File: src/rtl/arch_defs_pkg.sv
// -----------------------------------------------------------------------------
// arch_defs_pkg
// Shared architecture definitions for the computer top level. This slice holds
// the run-controller state encoding, its default counter width and a helper
// that classifies the stopped states.
// -----------------------------------------------------------------------------
package arch_defs_pkg;

    // Debug/run sequencer state. The encoding is visible on the run_state port,
    // so the numeric values are fixed.
    typedef enum logic [2:0] {
        HALTED     = 3'd0,
        RUN        = 3'd1,
        STEP_CYC   = 3'd2,
        STEP_INSTR = 3'd3,
        BREAK      = 3'd4
    } run_state_t;

    // Default width of the executed-cycle counter.
    localparam int RUN_CTRL_CNT_WIDTH = 32;

    // The CPU is parked (clock enable held low) in these states.
    function automatic logic is_stop_state(input run_state_t s);
        return (s == HALTED) || (s == BREAK);
    endfunction

endpackage : arch_defs_pkg

File: src/rtl/run_cycle_counter.sv
// -----------------------------------------------------------------------------
// run_cycle_counter
// Free-running up counter with enable and synchronous clear. It wraps modulo
// 2^WIDTH. Clear has priority over enable.
//
// Ports:
//   clk      in   system clock
//   reset    in   synchronous, active-high reset (count returns to 0)
//   i_en     in   count this cycle
//   i_clr    in   clear to 0 this cycle (wins over i_en)
//   o_count  out  current count
// -----------------------------------------------------------------------------
module run_cycle_counter #(
    parameter int WIDTH = 32
) (
    input  logic             clk,
    input  logic             reset,
    input  logic             i_en,
    input  logic             i_clr,
    output logic [WIDTH-1:0] o_count
);

    localparam logic [WIDTH-1:0] ONE = {{(WIDTH-1){1'b0}}, 1'b1};

    logic [WIDTH-1:0] r_count;

    // NOTE: state registers use non-blocking assignments so every flop samples
    // the pre-edge values; reset is synchronous, so it lives inside the clocked
    // branch rather than in the sensitivity list.
    always_ff @(posedge clk) begin
        if (reset) begin
            r_count <= '0;
        end else if (i_clr) begin
            r_count <= '0;
        end else if (i_en) begin
            r_count <= r_count + ONE;
        end
    end

    assign o_count = r_count;

endmodule : run_cycle_counter

File: src/rtl/cpu_run_controller.sv
// -----------------------------------------------------------------------------
// cpu_run_controller
// Debug/run sequencer that gates the CPU clock enable. Supports free-run, halt,
// single-cycle step, single-instruction step and one PC breakpoint. Counts the
// enabled CPU cycles for benches and the front panel.
//
// Optional build macro RUN_CTRL_WATCHDOG_EN adds a run-length watchdog. It adds
// the wd_limit/wd_trip_o ports. When the macro is undefined, RUN is unbounded.
//
// Ports:
//   clk               in   system clock
//   reset             in   synchronous, active-high reset
//   run_req           in   pulse: start free-running
//   halt_req          in   pulse: stop (highest priority)
//   step_cyc_req      in   pulse: advance CPU one clock
//   step_instr_req    in   pulse: advance CPU to next instruction boundary
//   clr_count         in   pulse: clear cycle counter
//   bp_en             in   breakpoint enable (level)
//   bp_addr           in   breakpoint PC
//   pc_i              in   CPU program counter
//   instr_boundary_i  in   CPU is at microstep 0
//   cpu_halt_i        in   CPU decoded HLT
//   wd_limit          in   watchdog limit, 0 = off       (watchdog build only)
//   cpu_clk_en        out  CPU clock enable
//   run_state         out  encoded state
//   halted_o          out  state is HALTED or BREAK
//   bp_hit_o          out  sticky: last stop was a breakpoint
//   wd_trip_o         out  sticky: last RUN hit the limit (watchdog build only)
//   cycle_count       out  enabled cycles since reset/clear
// -----------------------------------------------------------------------------
module cpu_run_controller
    import arch_defs_pkg::*;
#(
    parameter int ADDR_WIDTH = 16,
    parameter int CNT_WIDTH  = RUN_CTRL_CNT_WIDTH,
    parameter int AUTO_RUN   = 0
) (
    input  logic                  clk,
    input  logic                  reset,
    input  logic                  run_req,
    input  logic                  halt_req,
    input  logic                  step_cyc_req,
    input  logic                  step_instr_req,
    input  logic                  clr_count,
    input  logic                  bp_en,
    input  logic [ADDR_WIDTH-1:0] bp_addr,
    input  logic [ADDR_WIDTH-1:0] pc_i,
    input  logic                  instr_boundary_i,
    input  logic                  cpu_halt_i,
`ifdef RUN_CTRL_WATCHDOG_EN
    input  logic [CNT_WIDTH-1:0]  wd_limit,
    output logic                  wd_trip_o,
`endif
    output logic                  cpu_clk_en,
    output run_state_t            run_state,
    output logic                  halted_o,
    output logic                  bp_hit_o,
    output logic [CNT_WIDTH-1:0]  cycle_count
);

    localparam run_state_t RESET_STATE = (AUTO_RUN != 0) ? RUN : HALTED;

    run_state_t r_state;
    run_state_t w_next_state;
    logic       r_first;       // no enabled cycle yet since leaving a stop
    logic       w_next_first;
    logic       r_bp_hit;
    logic       w_next_bp_hit;
    logic       w_leave_stop;  // this cycle exits HALTED/BREAK
    logic       w_active;
    logic       w_bp_match;
    logic       w_stop_now;
    logic       w_step_done;
    logic       w_wd_trip;
    logic       w_clk_en;

    // The breakpoint is masked until the CPU has advanced once. This lets a
    // resume from BREAK leave the breakpoint address without re-triggering.
    assign w_bp_match  = bp_en && instr_boundary_i && (pc_i == bp_addr) && !r_first;
    assign w_stop_now  = cpu_halt_i || w_bp_match;
    assign w_active    = (r_state == RUN) || (r_state == STEP_CYC) || (r_state == STEP_INSTR);
    // An instruction step ends at the next boundary after it has moved.
    // The boundary cycle itself is not enabled.
    assign w_step_done = (r_state == STEP_INSTR) && instr_boundary_i && !r_first;
    assign w_clk_en    = w_active && !w_stop_now && !halt_req && !w_step_done && !w_wd_trip;

    // ------------------------------------------------------------------ FSM
    always_ff @(posedge clk) begin
        if (reset) begin
            r_state  <= RESET_STATE;
            r_first  <= 1'b1;
            r_bp_hit <= 1'b0;
        end else begin
            r_state  <= w_next_state;
            r_first  <= w_next_first;
            r_bp_hit <= w_next_bp_hit;
        end
    end

    // NOTE: every output of this block is given a default before any branch.
    // This keeps paths that don't assign a signal from inferring a latch.
    always_comb begin
        w_next_state  = r_state;
        w_next_first  = r_first;
        w_next_bp_hit = r_bp_hit;
        w_leave_stop  = 1'b0;

        if (w_clk_en) begin
            w_next_first = 1'b0;
        end

        if (halt_req) begin
            w_next_state = HALTED;
        end else begin
            case (r_state)
                HALTED, BREAK: begin
                    if (step_instr_req) begin
                        w_next_state = STEP_INSTR;
                        w_leave_stop = 1'b1;
                    end else if (step_cyc_req) begin
                        w_next_state = STEP_CYC;
                        w_leave_stop = 1'b1;
                    end else if (run_req) begin
                        w_next_state = RUN;
                        w_leave_stop = 1'b1;
                    end
                end
                RUN: begin
                    if (cpu_halt_i) begin
                        w_next_state = HALTED;
                    end else if (w_bp_match) begin
                        w_next_state  = BREAK;
                        w_next_bp_hit = 1'b1;
                    end else if (w_wd_trip) begin
                        w_next_state = HALTED;
                    end
                end
                STEP_CYC: begin
                    // One cycle only: either it was enabled or a stop condition
                    // blocked it. Either way the step is over.
                    if (w_bp_match && !cpu_halt_i) begin
                        w_next_state  = BREAK;
                        w_next_bp_hit = 1'b1;
                    end else begin
                        w_next_state = HALTED;
                    end
                end
                STEP_INSTR: begin
                    if (cpu_halt_i) begin
                        w_next_state = HALTED;
                    end else if (w_bp_match) begin
                        w_next_state  = BREAK;
                        w_next_bp_hit = 1'b1;
                    end else if (w_step_done) begin
                        w_next_state = HALTED;
                    end
                end
                default: w_next_state = HALTED;
            endcase
        end

        if (w_leave_stop) begin
            w_next_bp_hit = 1'b0;
            w_next_first  = 1'b1;
        end
    end

    // ------------------------------------------------------ cycle counter
    run_cycle_counter #(
        .WIDTH (CNT_WIDTH)
    ) u_cycle_counter (
        .clk     (clk),
        .reset   (reset),
        .i_en    (w_clk_en),
        .i_clr   (clr_count),
        .o_count (cycle_count)
    );

`ifdef RUN_CTRL_WATCHDOG_EN
    // ------------------------------------------------------------ watchdog
    logic [CNT_WIDTH-1:0] w_run_count;
    logic                 w_run_enter;
    logic                 w_wd_fire;
    logic                 r_wd_trip;

    // The run counter restarts on every entry to RUN. It only counts enabled
    // cycles spent in RUN.
    assign w_run_enter = (r_state != RUN) && (w_next_state == RUN);

    run_cycle_counter #(
        .WIDTH (CNT_WIDTH)
    ) u_wd_counter (
        .clk     (clk),
        .reset   (reset),
        .i_en    (w_clk_en && (r_state == RUN)),
        .i_clr   (w_run_enter),
        .o_count (w_run_count)
    );

    assign w_wd_trip = (r_state == RUN) && (wd_limit != '0) && (w_run_count >= wd_limit);
    // The trip only counts when the FSM actually takes the watchdog exit. A
    // halt request, HLT or breakpoint in the same cycle has priority.
    assign w_wd_fire = w_wd_trip && !halt_req && !w_stop_now;

    always_ff @(posedge clk) begin
        if (reset) begin
            r_wd_trip <= 1'b0;
        end else if (w_leave_stop) begin
            r_wd_trip <= 1'b0;
        end else if (w_wd_fire) begin
            r_wd_trip <= 1'b1;
        end
    end

    assign wd_trip_o = r_wd_trip;
`else
    assign w_wd_trip = 1'b0;
`endif

    // -------------------------------------------------------------- outputs
    assign cpu_clk_en = w_clk_en;
    assign run_state  = r_state;
    assign halted_o   = is_stop_state(r_state);
    assign bp_hit_o   = r_bp_hit;

endmodule : cpu_run_controller

File: config.mk
export PLATFORM = sky130hd
export DESIGN_NAME = cpu_run_controller
export DESIGN_NICKNAME = d
export VERILOG_FILES = /design/src/rtl/arch_defs_pkg.sv /design/src/rtl/run_cycle_counter.sv /design/src/rtl/cpu_run_controller.sv
export SDC_FILE = /design/constraint.sdc
export NUM_CORES = 1
export LEC_CHECK = 0
export CAP_MARGIN = 20
export CORE_ASPECT_RATIO = 0.75
export CORE_MARGIN = 2
export CORE_UTILIZATION = 35
export DETAILED_ROUTE_END_ITERATION = 12
export PLACE_DENSITY = 0.74
export SYNTH_ARGS = -nofsm -noshare
export SYNTH_HDL_FRONTEND = slang
export SYNTH_SLANG_ARGS = --single-unit
File: constraint.sdc
create_clock -name clk -period 3.61 [get_ports clk]
set_input_delay 1.083 -clock clk [delete_from_list [all_inputs] [get_ports clk]]
set_output_delay 1.083 -clock clk [all_outputs]
set_load 0.05 [all_outputs]
==> results of run 1 <==
## per-stage QoR
| stage | hold WS [ps] | utilization, % | instances |
|---|---|---|---|
| after floorplan | 437 | - | 260 |
| after global placement | 454 | 51.7 | 409 |
| after detailed placement | 461 | 51.9 | 410 |
| after CTS | 478 | 53.3 | 418 |
| after global routing | 507 | 54.6 | 418 |
| final | 475 | 54.6 | 418 |
## state kept, by name, indices dropped and copies added (netlist names)
name                     flops
r_first                      1
run_state                    3
u_cycle_counter.o_count     32
bp_hit_o                     1
## worst max path at each step
stage	startpoint	end	slack (ps)	cells past startpoint
global route	bp_addr[14]	cpu_clk_en	10	7
detailed placement	bp_addr[1]	cpu_clk_en	-120	7
floorplan	cpu_halt_i	cpu_clk_en	40	5
finish	bp_addr[14]	cpu_clk_en	110	7
CTS	bp_addr[3]	cpu_clk_en	20	7
global placement	bp_addr[1]	cpu_clk_en	-120	7
## what timing repair did
action | CTS | global route
gates resized for setup | 4 | 23
gates cloned | 0 | 0
endpoints found under the setup margin | 1 | 1
setup buffers | 0 | 0
pin swaps | 4 | 9
## power groups by stage
stage	registers [mW]	logic (mW)	clock network (mW)
5_1_grt	0.412	0.136	0.315
3_5_place_dp	0.421	0.126	0
6_report	0.412	0.127	0.284
4_1_cts	0.412	0.126	0.290
3_3_place_gp	0.421	0.123	0
2_1_floorplan	0.427	0.0491	0
## area by class of cell
class | instances | area [sq um]
inverter | 3 | 11.3
clock buffer | 8 | 80.1
timing repair buffer | 90 | 922
multi-input combinational | 202 | 1330
sequential | 37 | 741
tap | 78 | 97.6
fill | 557 | 2650
## logic make-up after synthesis
group                    synth area share [%]
AO/OA/AOI/OAI                            17.1
XOR/XNOR                                 6.63
adder cells (fa/ha/maj)                 0.592
buffers and inverters                    3.85
flip-flops                               35.1
multiplexers                             4.26
AND/OR/NAND/NOR                          32.6
## cell usage in the layout (no fill, tap or decap), drive strengths merged, types with 11 or more instances in the layout
master / Yosys / layout
buf: 2 / 12
nand2: 33 / 33
a21oi: 15 / 15
o31ai: 11 / 11
dlymetal6s2s: 0 / 19
or3: 19 / 19
xor2: 11 / 11
or4: 13 / 13
clkdlybuf4s50: 0 / 56
dfxtp: 37 / 37
nand3: 13 / 13
## per-layer routing
layer / up-vias / wire length (um) / global-route usage, %
met1: 1060 / 2900 / 27.6
met5: - / 0 / 0
met2: 75 / 2800 / 27.5
li1: 1144 / - / -
met4: 0 / 100 / 6.28
met3: 11 / 425 / 4.94
==> insert_results.sql, run 1 <==
INSERT INTO impl_metrics (metric_group, metric, value, unit) VALUES
('power_and_ir_drop', 'power.density', '259', 'mW/mm^2'),
('timing', 'max_slew.worst_pin.slew', '876', 'ps'),
('cts', 'cts_hold_buf', '0', ''),
('worst_hold_path', 'min_delay_worst_endpoint', 'r_first', ''),
('setup_path', 'cp_cell_sequence', 'dlygate4sd2_1, xor2_1, nor4_1, nand3_1, nor3_2, nor2_2, buf_6', ''),
('floorplan', 'initial_core_util', '36.3', '%'),
('detailed_routing', 'avgViaCountPerCell', '5.48', ''),
('placement', 'gp_routability_congestion', '0.831', ''),
('timing', 'finalHoldViolCount', '0', ''),
('cells_and_area', 'drive_above_1_share', '8.24', '%'),
('placement', 'io_buffers', '79', ''),
('logic_synthesis', 'synthesis.area', '0.00211', 'sq mm'),
('setup_path', 'crit_path_top_delay_cell', 'sky130_fd_sc_hd__nor4_1', ''),
('cells_and_area', 'antenna_diode_instance_count', '0', ''),
('detailed_routing', 'totalWireLength', '6230', 'um'),
('timing', 'fin_setup_tns', '0', 'ps'),
('grt', 'grt_max_degree', '58', ''),
('setup_path', 'r2r_slack', '1110', 'ps'),
('floorplan', 'dieArea', '0.00668', 'sq mm'),
('setup_path', 'cp.arrival', '2420', 'ps'),
('setup_path', 'critPathMaxStageDelay', '310', 'ps'),
('setup_path', 'timing_worst_setup_path_type', 'in -> out', ''),
('logic_synthesis', 'synth_cell_types', '39', ''),
('grt', 'grt_overflow_total', '0', ''),
('cts', 'cts_max_level', '2', ''),
('logic_synthesis', 'synthMostInstantiatedCell', 'sky130_fd_sc_hd__dfxtp_1', ''),
('logic_synthesis', 'synth_top_cells_by_count', '37 x sky130_fd_sc_hd__dfxtp_1, 33 x sky130_fd_sc_hd__nand2_1, 19 x sky130_fd_sc_hd__or3_1, 16 x sky130_fd_sc_hd__clkbuf_1, 15 x sky130_fd_sc_hd__a21oi_1', ''),
('power_and_ir_drop', 'power.internal', '0.614', 'mW'),
('power_and_ir_drop', 'total_leakage_power', '1.16', 'nW'),
('timing', 'final-max-slew-violation-count', '0', ''),
('logic_synthesis', 'synth.top_cells.by_area', 'sky130_fd_sc_hd__dfxtp_1 35%, sky130_fd_sc_hd__nand2_1 5.9%, sky130_fd_sc_hd__or3_1 5.6%, sky130_fd_sc_hd__or4_1 4.6%, sky130_fd_sc_hd__xor2_1 4.6%', ''),
('power_and_ir_drop', 'share_comb_of_total_power', '15.4', '%'),
('detailed_routing', 'via_count', '2290', ''),
('setup_path', 'critical_path.n_buffers_inverters', '2', ''),
('timing', 'final.setup.worst_slack', '107', 'ps'),
('timing', 'final.min_clock_period', '3500', 'ps'),
('grt', 'grt_pass1_wl', '10200', 'um'),
('detailed_routing', 'route.detailed.drc', '0', ''),
('placement', 'detailed_place.area', '0.00302', 'sq mm'),
('setup_path', 'endpoint_type_of_the_worst_setup_path', 'output port', ''),
('setup_path', 'startpoint_type', 'input port', ''),
('setup_path', 'required', '2530', 'ps'),
('cells_and_area', 'design.final.nets', '382', ''),
('setup_path', 'critical_path.reg2reg.endpoint', 'u_cycle_counter.o_count[30]', ''),
('power_and_ir_drop', 'power', '0.822', 'mW'),
('cts', 'cts_buffers', '5', ''),
('cts', 'clock_tree_from_tritoncts', 'yes', ''),
('timing', 'final_setup_violating_endpoints', '0', ''),
('floorplan', 'io-pin-count', '80', ''),
('power_and_ir_drop', 'seq_power_share', '50.1', '%'),
('logic_synthesis', 'ys_seq_elements', '37', ''),
('floorplan', 'floorplan.core_area', '0.00583', 'sq mm'),
('cts', 'clock_latency', '290', 'ps'),
('worst_hold_path', 'hold_path_startpoint', 'r_first', ''),
('logic_synthesis', 'synth_top_cell_by_area', 'sky130_fd_sc_hd__dfxtp_1', ''),
('power_and_ir_drop', 'power.switching', '0.209', 'mW'),
('logic_synthesis', 'yosys_warnings', '0', ''),
('cells_and_area', 'area_growth_syn_to_layout', '50.4', '%'),
('run', 'cap_violations', '0', ''),
('timing', 'fin_worst_skew', '2.16', 'ps'),
('timing', 'rsz0062_at_grt', 'no', ''),
('cts', 'cts_max_path_buffers', '2', ''),
('outcome', 'status', 'complete, no violations', ''),
('logic_synthesis', 'syn-num-nets', '303', ''),
('grt', 'first_global_vias', '2100', ''),
('detailed_routing', 'drt-initial-drc-count', '161', ''),
('logic_synthesis', 'synthCells', '260', ''),
('detailed_routing', 'detail_route.first_pass.iterations', '4', ''),
('logic_synthesis', 'synth-edff-count', '0', ''),
('logic_synthesis', 'ys_async_sr_fraction', '0', '%'),
('detailed_routing', 'antenna_viol_nets_final', '0', '');
(Power assumes the default switching activity.)
==> run 2: changes to the inputs <==
- CELL_PAD_IN_SITES_DETAIL_PLACEMENT: not set -> 0
- CELL_PAD_IN_SITES_GLOBAL_PLACEMENT: not set -> 1
- CORE_UTILIZATION: 35 -> 31
- PLACE_DENSITY: 0.74 -> 0.87
==> run 2 against run 1 <==
  * Die area is 12% higher
  * Final cell count is 1.4% higher
  * First-iteration DRC count is 38% lower
  * Global-route usage is 2.0 points lower
  * Via count is 0.22% lower
  * Utilization is 7.6 points lower
  * Critical path depth stayed put
  * Wire length is 3.7% higher
  * Combinational power hardly changed
  * Maximum frequency is 1.3% lower
  * Critical endpoint unchanged
  * Largest cell class unchanged
  * Highest routed layer unchanged
==> insert_results.sql, run 2 (same netlist as run 1, synthesis figures left out) <==
INSERT INTO impl_metrics (metric_group, metric, value, unit) VALUES
('cts', 'cts_hold_buf', '0', ''),
('timing', 'fin_setup_tns', '0', 'ps'),
('timing', 'final-max-slew-violation-count', '0', ''),
('cts', 'cts.root.buffer_cell', 'sky130_fd_sc_hd__clkbuf_8', ''),
('power_and_ir_drop', 'power.internal', '0.613', 'mW'),
('setup_path', 'cp.arrival', '2470', 'ps'),
('power_and_ir_drop', 'power', '0.822', 'mW'),
('timing', 'finalHoldViolCount', '0', ''),
('setup_path', 'critical_path.reg2reg.endpoint', 'u_cycle_counter.o_count[24]', ''),
('floorplan', 'io-pin-count', '80', ''),
('cells_and_area', 'post_layout_nonfiller_instances', '424', ''),
('cts', 'clock_tree_from_tritoncts', 'yes', ''),
('power_and_ir_drop', 'share_comb_of_total_power', '15.2', '%'),
('setup_path', 'maximum_fanout_along_the_worst_path', '2', ''),
('setup_path', 'endpoint_type_of_the_worst_setup_path', 'output port', ''),
('outcome', 'status', 'complete, no violations', ''),
('power_and_ir_drop', 'seq_power_share', '50.1', '%'),
('grt', 'grt_util_all_layers', '17.0', '%'),
('power_and_ir_drop', 'total_leakage_power', '1.10', 'nW'),
('cells_and_area', 'largest_register_ffs', '32', ''),
('detailed_routing', 'wl_per_cell', '15.2', 'um'),
('timing', 'final_setup_violating_endpoints', '0', ''),
('cells_and_area', 'drive_above_1_share', '7.65', '%'),
('setup_path', 'r2r_slack', '1100', 'ps'),
('power_and_ir_drop', 'switching_share', '25.5', '%'),
('setup_path', 'worst_reg2reg_path_depth', '6', ''),
('floorplan', 'dieArea', '0.00750', 'sq mm'),
('placement', 'post-dp-hpwl', '4610', 'um'),
('placement', 'io_buffers', '79', ''),
('worst_hold_path', 'min_delay_worst_endpoint', 'u_cycle_counter.o_count[31]', ''),
('setup_path', 'startpoint_type', 'input port', ''),
('grt', 'grt_antenna_before_repair', '0', ''),
('power_and_ir_drop', 'power.density', '261', 'mW/mm^2'),
('detailed_routing', 'detail_route.first_pass.iterations', '4', ''),
('floorplan', 'initial_core_util', '31.5', '%'),
('detailed_routing', 'totalWireLength', '6460', 'um'),
('timing', 'worst_hold_slack', '482', 'ps'),
('setup_path', 'required', '2530', 'ps'),
('floorplan', 'rows', '26', ''),
('floorplan', 'floorplan.core_area', '0.00670', 'sq mm'),
('timing', 'max_slew.worst_pin.slew', '849', 'ps'),
('grt', 'grt_max_degree', '58', ''),
('detailed_routing', 'avgViaCountPerCell', '5.39', ''),
('worst_hold_path', 'hold_path_startpoint', 'u_cycle_counter.o_count[31]', ''),
('cts', 'clock_latency', '290', 'ps'),
('timing', 'timing.max_slew.rel_slack', '42.9', '%'),
('grt', 'grt_pass1_wl', '10100', 'um'),
('cts', 'cts_buffers', '5', ''),
('cells_and_area', 'postLayoutCellArea', '0.00315', 'sq mm'),
('detailed_routing', 'via_count', '2285', ''),
('grt', 'first_global_vias', '2031', ''),
('worst_hold_path', 'hold-path-cell-count', '2', ''),
('timing', 'fmaxAchievable', '282', 'MHz'),
('placement', 'detailed_place.area', '0.00301', 'sq mm'),
('run', 'cap_violations', '0', ''),
('cts', 'cts_max_level', '2', ''),
('detailed_routing', 'drt-initial-drc-count', '100', ''),
('floorplan', 'die_x', '99.3', 'um'),
('cells_and_area', 'design.final.nets', '382', ''),
('timing', 'layout_worst_path_cycle_share', '98.3', '%'),
('detailed_routing', 'route.detailed.drc', '0', ''),
('power_and_ir_drop', 'peakVddDrop', '0.000126', 'V'),
('setup_path', 'reg2reg_from', 'u_cycle_counter.o_count[3]', ''),
('cells_and_area', 'final_common_cell', 'sky130_fd_sc_hd__clkdlybuf4s50_1', ''),
('cts', 'cts_max_path_buffers', '2', ''),
('power_and_ir_drop', 'power_frac_clock', '34.7', '%'),
('grt', 'grt_overflow_total', '0', ''),
('setup_path', 'timing_worst_setup_path_type', 'in -> out', ''),
('cts', 'worst_setup_hold_path_clk_slew', '70', 'ps'),
('cells_and_area', 'num-fill-cells', '665', ''),
('timing', 'fin_worst_skew', '5.80', 'ps'),
('power_and_ir_drop', 'power.switching', '0.210', 'mW'),
('worst_hold_path', 'hold_path_class', 'reg -> reg', ''),
('placement', 'number_of_placed_cells_counting_well_taps', '414', ''),
('cells_and_area', 'area_growth_syn_to_layout', '49.0', '%'),
('cts', 'clkSinkCount', '37', ''),
('detailed_routing', 'antenna_viol_nets_final', '0', ''),
('cells_and_area', 'top_library_cells_by_usage_in_the_layout_fill_and_taps_aside', '61 x sky130_fd_sc_hd__clkdlybuf4s50_1, 37 x sky130_fd_sc_hd__dfxtp_1, 33 x sky130_fd_sc_hd__nand2_1', ''),
('floorplan', 'die_height', '75.5', 'um'),
('cells_and_area', 'antenna_diode_instance_count', '0', ''),
('placement', 'gp_routability_congestion', '0.747', ''),
('timing', 'final.min_clock_period', '3550', 'ps');
==> run 2: repair_timing <==
action | in CTS | in global routing
cloned | 0 | 0
pin swaps | 7 | 9
endpoints found under the setup margin | 1 | 1
setup buffers | 1 | 1
hold endpoints to repair | 0 | 0
resized for setup | 5 | 15
==> run 2: area by class of cell <==
type	count	area [sq um]	share of cell area, %
multi-input cells	202	1310	41.6
inverters	3	11.3	0.358
repair buffers	90	902	28.6
well taps	84	105	3.34
flip-flops and latches	37	741	23.5
clock buffers	8	80.1	2.54
==> run 2: critical path, stage by stage <==
cell and delay (ps):
sky130_fd_sc_hd__clkdlybuf4s50_1 410, sky130_fd_sc_hd__xor2_1 140, sky130_fd_sc_hd__nor4_1 190, sky130_fd_sc_hd__nand3_1 140, sky130_fd_sc_hd__nor3_2 250, sky130_fd_sc_hd__nor2_2 90, sky130_fd_sc_hd__buf_6 160
==> run 2: worst max-delay path by stage <==
stage	cells past startpoint	startpoint	slack, ps	end
after global routing	7	bp_addr[7]	-20	cpu_clk_en
final	7	pc_i[11]	60	cpu_clk_en
after CTS	7	pc_i[15]	6	cpu_clk_en
after detailed placement	7	bp_addr[1]	-140	cpu_clk_en
after global placement	7	bp_addr[1]	-130	cpu_clk_en
after floorplan	5	cpu_halt_i	40	cpu_clk_en
==> run 2: metrics by stage <==
stage,setup slack (ps),utilization [%]
after detailed placement,-144,44.9
after global placement,-135,44.9
after global routing,-16.6,47.0
final,62.0,47.0
after floorplan,42.6,-
after CTS,5.82,46.2
==> run 2: power groups by stage <==
stage	Sequential [mW]	Clock, mW	Combinational [mW]
2_1_floorplan	0.427	0	0.0491
3_3_place_gp	0.421	0	0.123
3_5_place_dp	0.421	0	0.125
4_1_cts	0.412	0.294	0.125
5_1_grt	0.412	0.309	0.135
6_report	0.412	0.285	0.125
==> run 2: per-layer routing <==
metal  part of all wire (%)  track usage [%]
met3                    4.4             3.39
met1                     50             23.6
met2                     45             26.7
met4                    1.3             5.94
met5                      0                0
==> run 3: changes to the inputs <==
- MAX_ROUTING_LAYER: not set -> met4
==> run 3 against run 2 <==
  * Final area did not move
  * Clock skew barely moved
  * Critical endpoint unchanged
  * Via count increased by 0.22%
  * Final cell count did not move
  * First-iteration DRC count fell by 2.0%
  * Register-to-register slack hardly changed
  * Critical path type unchanged
==> insert_results.sql, run 3 (same netlist as run 1, synthesis figures left out) <==
INSERT INTO impl_metrics (metric_group, metric, value, unit) VALUES
('outcome', 'status', 'complete, no violations', ''),
('grt', 'grt_antenna_before_repair', '0', ''),
('cells_and_area', 'antenna_diode_instance_count', '0', ''),
('floorplan', 'die_height', '75.5', 'um'),
('setup_path', 'worst_reg2reg_path_depth', '6', ''),
('setup_path', 'r2r_slack', '1100', 'ps'),
('power_and_ir_drop', 'power.density', '261', 'mW/mm^2'),
('power_and_ir_drop', 'power.internal', '0.613', 'mW'),
('detailed_routing', 'wl_met2', '2890', 'um'),
('run', 'cap_violations', '0', ''),
('timing', 'finalHoldViolCount', '0', ''),
('detailed_routing', 'avgViaCountPerCell', '5.40', ''),
('timing', 'fin_setup_tns', '0', 'ps'),
('cells_and_area', 'area_growth_syn_to_layout', '49.0', '%'),
('detailed_routing', 'route.detailed.drc', '0', ''),
('grt', 'grt_overflow_total', '0', ''),
('placement', 'dp_worst_setup_slack', '-144', 'ps'),
('timing', 'fin_worst_skew', '5.72', 'ps'),
('floorplan', 'initial_core_util', '31.5', '%'),
('placement', 'io_buffers', '79', ''),
('setup_path', 'reg2reg_from', 'u_cycle_counter.o_count[3]', ''),
('detailed_routing', 'route.top_layer_used', 'met4', ''),
('floorplan', 'dieArea', '0.00750', 'sq mm'),
('floorplan', 'io-pin-count', '80', ''),
('detailed_routing', 'drt-initial-drc-count', '98', ''),
('grt', 'grt_max_degree', '58', ''),
('cells_and_area', 'top_library_cells_by_usage_in_the_layout_fill_and_taps_aside', '61 x sky130_fd_sc_hd__clkdlybuf4s50_1, 37 x sky130_fd_sc_hd__dfxtp_1, 33 x sky130_fd_sc_hd__nand2_1', ''),
('timing', 'fmaxAchievable', '282', 'MHz'),
('floorplan', 'floorplan.core_area', '0.00670', 'sq mm'),
('power_and_ir_drop', 'power_frac_clock', '34.7', '%'),
('detailed_routing', 'totalWireLength', '6450', 'um'),
('detailed_routing', 'routedLengthMet1', '3230', 'um'),
('power_and_ir_drop', 'power', '0.822', 'mW'),
('cts', 'clkSinkCount', '37', ''),
('cts', 'cts_buffers', '5', ''),
('timing', 'final-max-slew-violation-count', '0', ''),
('grt', 'first_global_vias', '2035', ''),
('grt', 'grt_util_all_layers', '17.6', '%'),
('detailed_routing', 'detail_route.first_pass.iterations', '4', ''),
('detailed_routing', 'via_count', '2290', ''),
('detailed_routing', 'antenna_viol_nets_final', '0', ''),
('cells_and_area', 'largest_register_ffs', '32', ''),
('setup_path', 'critical_path.reg2reg.endpoint', 'u_cycle_counter.o_count[31]', ''),
('timing', 'final.setup.worst_slack', '62.0', 'ps'),
('cells_and_area', 'num-fill-cells', '665', ''),
('cells_and_area', 'drive_above_1_share', '7.65', '%'),
('placement', 'gp_routability_congestion', '0.757', ''),
('cells_and_area', 'regArea', '741', 'sq um'),
('floorplan', 'rows', '26', ''),
('power_and_ir_drop', 'peakVddDrop', '0.000126', 'V'),
('setup_path', 'startpoint_type', 'input port', ''),
('timing', 'timing.max_slew.rel_slack', '42.2', '%'),
('setup_path', 'cp.arrival', '2470', 'ps'),
('cells_and_area', 'final_common_cell', 'sky130_fd_sc_hd__clkdlybuf4s50_1', ''),
('cells_and_area', 'postLayoutCellArea', '0.00315', 'sq mm'),
('cts', 'worst_setup_hold_path_clk_slew', '70', 'ps'),
('grt', 'grt_pass1_wl', '10100', 'um'),
('cts', 'clock_latency', '290', 'ps'),
('cts', 'cts_hold_buf', '0', ''),
('power_and_ir_drop', 'total_leakage_power', '1.10', 'nW'),
('cts', 'cts_max_path_buffers', '2', ''),
('setup_path', 'timing_worst_setup_path_type', 'in -> out', ''),
('timing', 'worst_hold_slack', '485', 'ps'),
('timing', 'final_setup_violating_endpoints', '0', ''),
('power_and_ir_drop', 'switching_share', '25.5', '%'),
('setup_path', 'endpoint_type_of_the_worst_setup_path', 'output port', ''),
('power_and_ir_drop', 'share_comb_of_total_power', '15.2', '%'),
('timing', 'max_slew.worst_pin.slew', '859', 'ps'),
('placement', 'post-dp-hpwl', '4610', 'um'),
('floorplan', 'die_x', '99.3', 'um'),
('setup_path', 'critPathCapture', 'cpu_clk_en', ''),
('setup_path', 'required', '2530', 'ps'),
('placement', 'detailed_place.area', '0.00301', 'sq mm'),
('detailed_routing', 'route.met3.wl', '248', 'um'),
('timing', 'final.min_clock_period', '3550', 'ps'),
('detailed_routing', 'wl_per_cell', '15.2', 'um'),
('worst_hold_path', 'hold_path_class', 'reg -> reg', ''),
('cts', 'clock_tree_from_tritoncts', 'yes', ''),
('cts', 'cts.root.buffer_cell', 'sky130_fd_sc_hd__clkbuf_8', ''),
('power_and_ir_drop', 'power.switching', '0.209', 'mW'),
('timing', 'layout_worst_path_cycle_share', '98.3', '%'),
('cells_and_area', 'design.final.nets', '382', ''),
('cts', 'cts_max_level', '2', ''),
('setup_path', 'setup.worst_path.start', 'pc_i[11]', ''),
('power_and_ir_drop', 'seq_power_share', '50.1', '%'),
('setup_path', 'maximum_fanout_along_the_worst_path', '2', ''),
('cells_and_area', 'multiInputGateArea', '0.00131', 'sq mm');
==> run 3: cell counts in the layout (fill, tap and decap cells not counted) <==
Identical to the previous run, type by type.
==> run 3: cell type report <==
| cell class | count | area share, % |
|---|---|---|
| multi-input cells | 202 | 41.6 |
| well taps | 84 | 3.34 |
| flip-flops and latches | 37 | 23.5 |
| repair buffers | 90 | 28.6 |
| clock buffers | 8 | 2.54 |
| inverters | 3 | 0.358 |
==> run 3: per-layer routing <==
| metal | vias up | global-route usage (%) |
|---|---|---|
| li1 | 1154 | - |
| met3 | 6 | 3.03 |
| met5 | - | - |
| met2 | 51 | 26.7 |
| met4 | 0 | 5.94 |
| met1 | 1079 | 23.8 |
==> run 3: worst max-delay path: stages <==
cell and delay, ps:
sky130_fd_sc_hd__clkdlybuf4s50_1 410, sky130_fd_sc_hd__xor2_1 140, sky130_fd_sc_hd__nor4_1 190, sky130_fd_sc_hd__nand3_1 140, sky130_fd_sc_hd__nor3_2 250, sky130_fd_sc_hd__nor2_2 90, sky130_fd_sc_hd__buf_6 160
==> run 3: how the worst min path moves through the flow <==
stage	slack, ps	to	depth (start not counted)	from
finish	490	u_cycle_counter.o_count[31]	2	u_cycle_counter.o_count[31]
global route	500	r_first	1	r_first
CTS	480	r_first	1	r_first
detailed placement	460	r_first	1	r_first
global placement	450	r_first	1	r_first
floorplan	440	r_first	1	r_first
==> run 3: stage by stage <==
stage	std cells	util [%]
after floorplan	260	-
after global placement	414	44.9
after detailed placement	414	44.9
after CTS	423	46.2
after global routing	424	47.0
final	424	47.0
==> run 3: power by group through the flow <==
stage / Sequential [mW] / Combinational, mW / Clock (mW)
2_1_floorplan: 0.427 / 0.0491 / 0
3_3_place_gp: 0.421 / 0.123 / 0
3_5_place_dp: 0.421 / 0.125 / 0
4_1_cts: 0.412 / 0.125 / 0.294
5_1_grt: 0.412 / 0.135 / 0.309
6_report: 0.412 / 0.125 / 0.285
==> run 3: timing repair <==
item | CTS | global route
cloned | 0 | 0
gates resized for setup | 5 | 15
pin swaps | 7 | 9
setup buffers | 1 | 1
setup endpoints to repair | 1 | 1
